**src/rtl/mdr_seq_ctrl.sv**
```systemverilog
// Iterative multiply / divide / square-root sequencer: one shift-add, restoring-divide
// or restoring-sqrt iteration per clock, with a single registered result port.
module mdr_seq_ctrl #(
    parameter int W_DATA  = 16,
    parameter int W_DEPTH = 2 * W_DATA
) (
    input  logic               clk,
    input  logic               rst,
    input  logic               start,
    input  logic [1:0]         op,
    input  logic [W_DATA-1:0]  data_a,
    input  logic [W_DATA-1:0]  data_b,
    output logic               ready,
    output logic               done,
    output logic               error,
    output logic [W_DEPTH-1:0] result,
    output logic [1:0]         state_dbg
);

    // Handshake: start is sampled only on an edge where ready=1 (ready is high exactly in IDLE);
    // done is a one-cycle pulse, error is only meaningful with done, and result holds until the next pulse.

    localparam int W_CNT = $clog2(W_DATA + 1);
    localparam logic [W_CNT-1:0] N_FULL = W_CNT'(W_DATA);
    localparam logic [W_CNT-1:0] N_HALF = W_CNT'(W_DATA / 2);
    localparam logic [W_CNT-1:0] CNT_ONE = W_CNT'(1);

    localparam logic [1:0] OP_MUL  = 2'b00;
    localparam logic [1:0] OP_DIV  = 2'b01;
    localparam logic [1:0] OP_SQRT = 2'b10;
    localparam logic [1:0] OP_ILL  = 2'b11;

    typedef enum logic [1:0] {
        S_IDLE = 2'd0,
        S_RUN  = 2'd1,
        S_DONE = 2'd2,
        S_ERR  = 2'd3
    } state_t;

    state_t state, state_nxt;

    logic [W_CNT-1:0]  cnt;
    logic [1:0]        op_q;
    logic [W_DATA-1:0] a_q, b_q;
    logic [W_DATA-1:0] acc_hi, acc_lo, root_q;

    logic [W_DATA-1:0]  hi_step, lo_step, root_step;
    logic [W_DEPTH-1:0] res_step;

    logic              accept, start_err, last_iter;
    logic [W_DATA:0]   mul_sum;
    logic [W_DATA:0]   div_x;
    logic [W_DATA-1:0] div_x_lo;
    logic              div_ge;
    logic [W_DATA+1:0] sq_rem, sq_trial;
    logic              sq_ge;

    assign accept    = (state == S_IDLE) && start;
    assign start_err = (op == OP_ILL) || ((op == OP_DIV) && (data_b == '0));
    assign last_iter = (state == S_RUN) && (cnt == CNT_ONE);

    // One iteration of the selected algorithm on the current accumulator.
    always_comb begin
        hi_step   = acc_hi;
        lo_step   = acc_lo;
        root_step = root_q;
        res_step  = '0;

        mul_sum  = {1'b0, acc_hi} + (acc_lo[0] ? {1'b0, a_q} : '0);

        div_x    = {acc_hi, acc_lo[W_DATA-1]};
        div_x_lo = {acc_hi[W_DATA-2:0], acc_lo[W_DATA-1]};
        div_ge   = div_x >= {1'b0, b_q};

        sq_rem   = {acc_hi, acc_lo[W_DATA-1:W_DATA-2]};
        sq_trial = {root_q, 2'b01};
        sq_ge    = sq_rem >= sq_trial;

        case (op_q)
            OP_MUL: begin
                hi_step  = mul_sum[W_DATA:1];
                lo_step  = {mul_sum[0], acc_lo[W_DATA-1:1]};
                res_step = {hi_step, lo_step};
            end
            OP_DIV: begin
                // Remainder stays below the divisor, so the top shifted-out bit is redundant.
                hi_step  = div_ge ? (div_x_lo - b_q) : div_x_lo;
                lo_step  = {acc_lo[W_DATA-2:0], div_ge};
                res_step = {hi_step, lo_step};
            end
            OP_SQRT: begin
                hi_step   = sq_ge ? (sq_rem[W_DATA-1:0] - sq_trial[W_DATA-1:0])
                                  : sq_rem[W_DATA-1:0];
                lo_step   = {acc_lo[W_DATA-3:0], 2'b00};
                root_step = {root_q[W_DATA-2:0], sq_ge};
                res_step  = {hi_step, root_step};
            end
            default: begin
                res_step = '0;
            end
        endcase
    end

    always_comb begin
        state_nxt = state;
        case (state)
            S_IDLE: begin
                if (start) begin
                    state_nxt = start_err ? S_ERR : S_RUN;
                end
            end
            S_RUN: begin
                if (cnt == CNT_ONE) begin
                    state_nxt = S_DONE;
                end
            end
            S_DONE:  state_nxt = S_IDLE;
            S_ERR:   state_nxt = S_IDLE;
            default: state_nxt = S_IDLE;
        endcase
    end

    always_ff @(posedge clk or negedge rst) begin
        if (!rst) begin
            state <= S_IDLE;
        end else begin
            state <= state_nxt;
        end
    end

    always_ff @(posedge clk or negedge rst) begin
        if (!rst) begin
            cnt    <= '0;
            op_q   <= OP_MUL;
            a_q    <= '0;
            b_q    <= '0;
            acc_hi <= '0;
            acc_lo <= '0;
            root_q <= '0;
            result <= '0;
        end else if (accept) begin
            op_q   <= op;
            a_q    <= data_a;
            b_q    <= data_b;
            acc_hi <= '0;
            acc_lo <= (op == OP_MUL) ? data_b : data_a;
            root_q <= '0;
            if (start_err) begin
                cnt    <= '0;
                result <= (op == OP_DIV) ? {data_a, {W_DATA{1'b1}}} : '0;
            end else begin
                cnt <= (op == OP_SQRT) ? N_HALF : N_FULL;
            end
        end else if (state == S_RUN) begin
            acc_hi <= hi_step;
            acc_lo <= lo_step;
            root_q <= root_step;
            cnt    <= cnt - CNT_ONE;
            if (last_iter) begin
                result <= res_step;
            end
        end
    end

    assign ready     = (state == S_IDLE);
    assign done      = (state == S_DONE) || (state == S_ERR);
    assign error     = (state == S_ERR);
    assign state_dbg = state;

endmodule

```
**config.mk**
```make
export PLATFORM = sky130hd
export DESIGN_NAME = mdr_seq_ctrl
export DESIGN_NICKNAME = d
export VERILOG_FILES = /design/src/rtl/mdr_seq_ctrl.sv
export SDC_FILE = /design/constraint.sdc
export NUM_CORES = 1
export LEC_CHECK = 0
export CAP_MARGIN = 20
export CORE_ASPECT_RATIO = 1.2
export CORE_UTILIZATION = 50
export DETAILED_ROUTE_END_ITERATION = 12
export PLACE_DENSITY = 0.73
export SLEW_MARGIN = 20
export SYNTH_ARGS = -nofsm -noshare
export SYNTH_HDL_FRONTEND = slang
export SYNTH_SLANG_ARGS = --single-unit
```
**constraint.sdc**
```tcl
create_clock -name clk -period 4.1 [get_ports clk]
set_input_delay 0.615 -clock clk [delete_from_list [all_inputs] [get_ports clk]]
set_output_delay 0.615 -clock clk [all_outputs]
set_load 0.005 [all_outputs]
```
; ---- Word level (Yosys, flattened, before mapping)
; Index checks and enable logic that the tools add are counted.
[word_totals]
romBits = 0
ram_bits = 0
ff_bits = 121
latchBits = 0
inputBits = 37
mem_count = 0
[op_classes]
reduce_logical = 18
n_div = 0
mux = 27
shift = 0
mul = 0
n_addsub = 4
n_bitwise = 0
order_cmp = 2
eq_ne = 12
[ops]
columns = cell, n
row1 = $mux 16, 11
row2 = $mux 32, 5
row3 = $pmux 16 s3, 2
row4 = $pmux 32 s3, 1
row5 = $sub 16x16->16, 2
row6 = $mux 5, 4
row7 = $ge 18x18->1, 1
row8 = $add 16x16->17, 1
row9 = $ge 17x16->1, 1
row10 = $logic_not 16->1, 1
row11 = $eq 2x2->1 const B, 5
row12 = $eq 2x1->1 const B, 3
row13 = $logic_not 2->1, 3
row14 = $mux 2, 3
row15 = $pmux 2 s3, 1
row16 = $reduce_and 2->1, 3
row17 = $reduce_bool 2->1, 3
row18 = $eq 5x1->1 const B, 1
row19 = $sub 5x1->5 const B, 1
row20 = $ne 2x2->1 const B, 2
row21 = $reduce_bool 4->1, 1
row22 = $logic_and 1x1->1, 3
row23 = $reduce_and 3->1, 1
row24 = $logic_or 1x1->1, 2
row25 = other kinds (2), 2

; ---- Longest topological paths before layout
[logic_depth]
depth_word = 6
depth_mapped = 15

; ---- Worst setup path after synthesis
; OpenSTA, ideal clock, no wires.
[synth_timing]
path_type = flip-flop to flip-flop
startpoint = reg acc_lo[0]
endpoint = reg result[31]
setup_time_ns = 0.130
path_stages_with_launch = 16
setup_slack_ns = 1.116
arrival_ns = 2.854
required_time_ns = 3.970
cell_sequence = dfrtp_1 -> clkbuf_1 -> clkbuf_1 -> and2_1 -> ha_1 -> inv_1 -> fa_1 -> nor2b_1 -> o31a_1 -> a41o_1 -> o21ai_0 -> o21ai_0 -> a211oi_1 -> nor2_1 -> o41ai_1 -> a21oi_1
[synth_between]
elab_chain_cells = 6
[synth_lines]
columns = element, line
row1 = from (decl), 45  ; logic [W_DATA-1:0] acc_hi, acc_lo, root_q;
row2 = from (signal assigned), 146  ; acc_lo <= (op == OP_MUL) ? data_b : data_a;
row3 = from (signal assigned), 156  ; acc_lo <= lo_step;
row4 = $mux 16, 69  ; mul_sum = {1'b0, acc_hi} + (acc_lo[0] ? {1'b0, a_q} : '0);
row5 = $add 16x16->17, 69
row6 = $pmux 32 s3, 79  ; case (op_q)
row7 = $mux 32, 159  ; if (last_iter) begin
row8 = $mux 32, 154  ; end else if (state == S_RUN) begin
row9 = $mux 32, 141  ; end else if (accept) begin
row10 = to (signal assigned), 150  ; result <= (op == OP_DIV) ? {data_a, {W_DATA{1'b1}}} : '0;
row11 = to (signal assigned), 160  ; result <= res_step;
row12 = to (decl), 16  ; output logic [W_DEPTH-1:0] result,
; No other way between the ends. The select of a mux whose other input is x is not followed.
; A chain may end at the register's enable or synchronous reset.

; ---- Worst setup path in the final report
[layout_timing]
startpoint = reg acc_hi[3]
endpoint = reg result[17]
[layout_between]
elab_chain_cells = 6
word_cells_on_any_way = 8
classes_between = order compare (2) / mux (6)
[layout_lines]
columns = element, line
row1 = from (decl), 45
row2 = from (signal assigned), 155  ; acc_hi <= hi_step;
row3 = $ge 18x18->1 or $ge 17x16->1 (tied branches), "77, 73"
row4 = "$mux 16, on equally long branches", "92, 87"
row5 = $pmux 32 s3 (*), 79
row6 = $mux 32 (*), 159
row7 = $mux 32 (*), 154
row8 = $mux 32 (*), 141
; Every way passes the cells marked *; elsewhere a longest branch is shown, timed or not. The select of a mux whose other input is x is not followed.

==> summary.md <==
| Metric | Value |
|---|---|
| Post-synth EDFFs | `0` |
| Slew Limit Fails | `0` |
| Post-CTS Setup Bufs | `0` |
| Clk_lat worst skew | `0.43 ns` |
| Synth async-reset ratio | `100%` |
| Max Cap Violations | `0` |
| RSZ-0062 raised after global routing | `false` |
| Total Routing Usage GR | `roughly a third` |
| Final ANT Viol Nets | `0` |
| Worst setup SP type | `flop` |
| # resized after CTS | `0` |
| Top post-synthesis cells by area | `dfrtp_1 (35%), ha_1 (8.0%), nand2_1 (7.9%), o21ai_0 (5.6%), a21oi_1 (4.9%)` |
| CP endpoint kind | `flop` |
| Clock power frac | `around 17%` |
| DR pass1 iterations | `7` |
| Final worst slack | `0.694 ns` |
| Setup TNS | `0 ns` |
| CTS H-tree depth | `4` |
| Core outline area | `17000 sq um` |
| Vias in the first global route | `around 8000` |
| Placer Congestion | `slightly below 1` |
| Fin area | `between 10000 and 15000 sq um` |
| IO Port Bufs | `73` |
| Total gr overflow | `0` |
| Hold buffer count at CTS | `0` |
| Layout Area Growth over Synthesis | `17.5%` |
| Yosys top cell by area | `dfrtp_1` |
| Worst Path Class, Setup | `flop to flop` |
| Residual DRC | `0` |
| Cell count after synthesis | `1070` |
| Area post-placement | `9640 sq um` |
| Largest net degree at the start of global routing | `64` |
| Cell variety after synth | `60` |
| Worst min path class | `input port to asynchronous set/reset pin` |
| Hpwl dp | `21.4 mm` |
| Final WL | `28.7 mm` |
| Row Count | `between 50 and 60` |
| Initial DRC count | `943` |
| Switching power | `0.00433 W` |
| Layout net count | `1217` |
| CP Cell Sequence | `ha_1, a21o_1, or3_1, o21ai_0, o22a_1, o21ai_2, buf_4, mux2i_1, a22oi_1, a21boi_0, o21ai_0` |
| Detail-routed via count per cell | `6.29` |
| CP arrival | `between 3 and 4 ns` |
| Die Y | `147 um` |
| Final Util | `60.3%` |
| Share of cells above drive strength 1 | `6.08%` |
| Seq cells post-synth | `121` |
| Slowest-stage cell, CP | `dfrtp_1` |
| Final period utilization | `between 80% and 90%` |
| Sequential area share after synthesis | `34.7%` |
| Power Total | `between 0.009 and 0.01 W` |
| Initial antenna violation count | `0` |
| Vias | `8496` |
| Syn Nets | `between 1000 and 1500` |
| Skew final | `0.00915 ns` |
| Worst slew pin tran | `1.06 ns` |
| Combinational power share | `59.9%` |
| Crit path top cell by count | `o21ai_0` |
| Crit-path max FO | `17` |
| Slew margin rel. | `29.4%` |
| Top_reg_cell synth | `dfrtp_1` |
| Initial Util | `51.3%` |
| CTS root buf | `clkbuf_16` |
| Reg power frac | `23.4%` |
| Place WS | `0.819 ns` |
| I/O pin count | `74` |
| Die Wd | `123 um` |
| Leak | `between 4 and 5 nW` |
| First-pass GRT wire length | `44.8 mm` |
| CTS Buffer Depth | `2` |
| Worst path required time | `4.39 ns` |
| Final setup violation count | `0` |
| Avg Cell Area, Syn | `8.15 sq um` |
| Sw Share | `46.7%` |
| Syn Std Cell Area | `8720 sq um` |
| Hold Vio Cnt, Final | `0` |
| TritonCTS Buffers | `17` |
| DR WL/cell | `21.3 um` |
| ANT cells | `0` |
| Reg clk slew, reported paths | `0.06 ns` |
| PD cells | `905 nW/um^2` |
| CTS Sinks | `121` |
| Die footprint | `18000 sq um` |
| CTS tree | `built` |
| Status | `finished, final reports clean` |
| Yosys warns | `0` |
| Post-synth top area share | `34.7%` |
| Cell Int Power | `0.00495 W` |
| Fmax | `294 MHz` |
| Maximum vdd drop | `about 0.85 mV` |
| Crit-path max cell delay | `~0.47 ns` |
| Minimum clock period | `3.41 ns` |
## worst max-delay path, delay by kind of cell (launching register included)
kind	cells	cell delay, ns
AOI/OAI and AO/OA	7	1.63
muxes	1	0.14
adders and majority gates	1	0.44
buffers and inverters	1	0.25
DFF	1	0.47
and+or+nand+nor	1	0.31
## sequential cells by signal, summed over array words and instances (netlist names)
signal / flops
result: 32
acc_lo: 16
op_q: 2
cnt: 5
acc_hi: 16
b_q: 16
root_q: 16
a_q: 16
state_dbg: 2
## cells by family after synthesis
logic type      synth area share, %
mux                            3.36
xor+xnor                       3.92
fa+ha+maj                      8.49
simple gates                   18.6
flops                          34.7
compound gates                 25.4
buf+inv                        5.55
## synthesized netlist by cell type (6+ instances only)
| master | n |
|---|---|
| a211o_1 | 7 |
| a211oi_1 | 10 |
| a21o_1 | 17 |
| a21oi_1 | 86 |
| a222oi_1 | 16 |
| a22o_1 | 16 |
| a22oi_1 | 19 |
| a31oi_1 | 7 |
| and2_1 | 22 |
| and3_1 | 9 |
| clkbuf_1 | 55 |
| dfrtp_1 | 121 |
| ha_1 | 56 |
| inv_1 | 59 |
| mux2i_1 | 27 |
| nand2_1 | 184 |
| nand2b_1 | 12 |
| nand3_1 | 19 |
| nand4_1 | 6 |
| nor2_1 | 64 |
| nor3_1 | 15 |
| nor4_1 | 7 |
| o21a_1 | 6 |
| o21ai_0 | 97 |
| o221ai_1 | 13 |
| o22a_1 | 9 |
| or3_1 | 6 |
| xnor2_1 | 28 |
| xor2_1 | 11 |
## power groups by stage
stage	Clock [W]	Combinational (W)	Sequential (W)
final	0.00155	0.00555	0.00217
after global routing	0.00162	0.00606	0.00222
after CTS	0.00156	0.00548	0.00215
after detailed placement	0	0.00545	0.00216
after global placement	0	0.00543	0.00216
after floorplan	0	0.00397	0.00198
## path summary, 6_finish.rpt
path	startpoint	slack, ns	end	cells after the start
max in group asynchronous	rst	2.86	acc_lo[14]	2
worst max-delay path	acc_hi[3]	0.69	result[17]	11
worst min-delay path	rst	0.26	a_q[5]	1
worst min register to register	result[8]	0.46	result[8]	2
worst max register to register	acc_hi[3]	0.69	result[17]	11
min in group clk	result[8]	0.46	result[8]	2
## cells in the final DEF (no fill, tap or decap), types with 15 or more instances in the layout
master           count
nand2_1            184
mux2i_1             27
clkdlybuf4s50_1     72
o21ai_0             97
buf_4               24
a22oi_1             18
and2_1              21
a21o_1              17
xnor2_1             28
a21oi_1             86
clkbuf_16           17
dfrtp_1            121
nor2_1              63
nor3_1              15
nand3_1             19
inv_1               59
a222oi_1            16
ha_1                56
a22o_1              16
## stage by stage
step / hold slack [ns] / instances
3_5_place_dp: 0.456 / 1319
4_1_cts: 0.304 / 1351
2_1_floorplan: 0.319 / 1070
6_report: 0.263 / 1351
3_3_place_gp: 0.454 / 1319
5_1_grt: 0.327 / 1351
## layout make-up
class | count | area, sq um
fillers | 1536 | 6740
multi-input cells | 827 | 5220
flip-flops and latches | 121 | 3030
repair buffers | 96 | 901
clock buffers | 18 | 429
well taps | 216 | 270
inverters | 59 | 221
clock inverters | 14 | 176
## layer usage
| layer | wire length (um) | track usage, % | vias up | part of all wire, % |
|---|---|---|---|---|
| met5 | 0 | 0 | - | 0 |
| met4 | 1150 | 15.2 | 0 | 4.0 |
| met3 | 2210 | 5.00 | 65 | 7.7 |
| met2 | 13200 | 50.6 | 432 | 46 |
| met1 | 12100 | 46.8 | 4062 | 42 |
| li1 | - | - | 3937 | - |
Power figures use the tool's default switching activity.
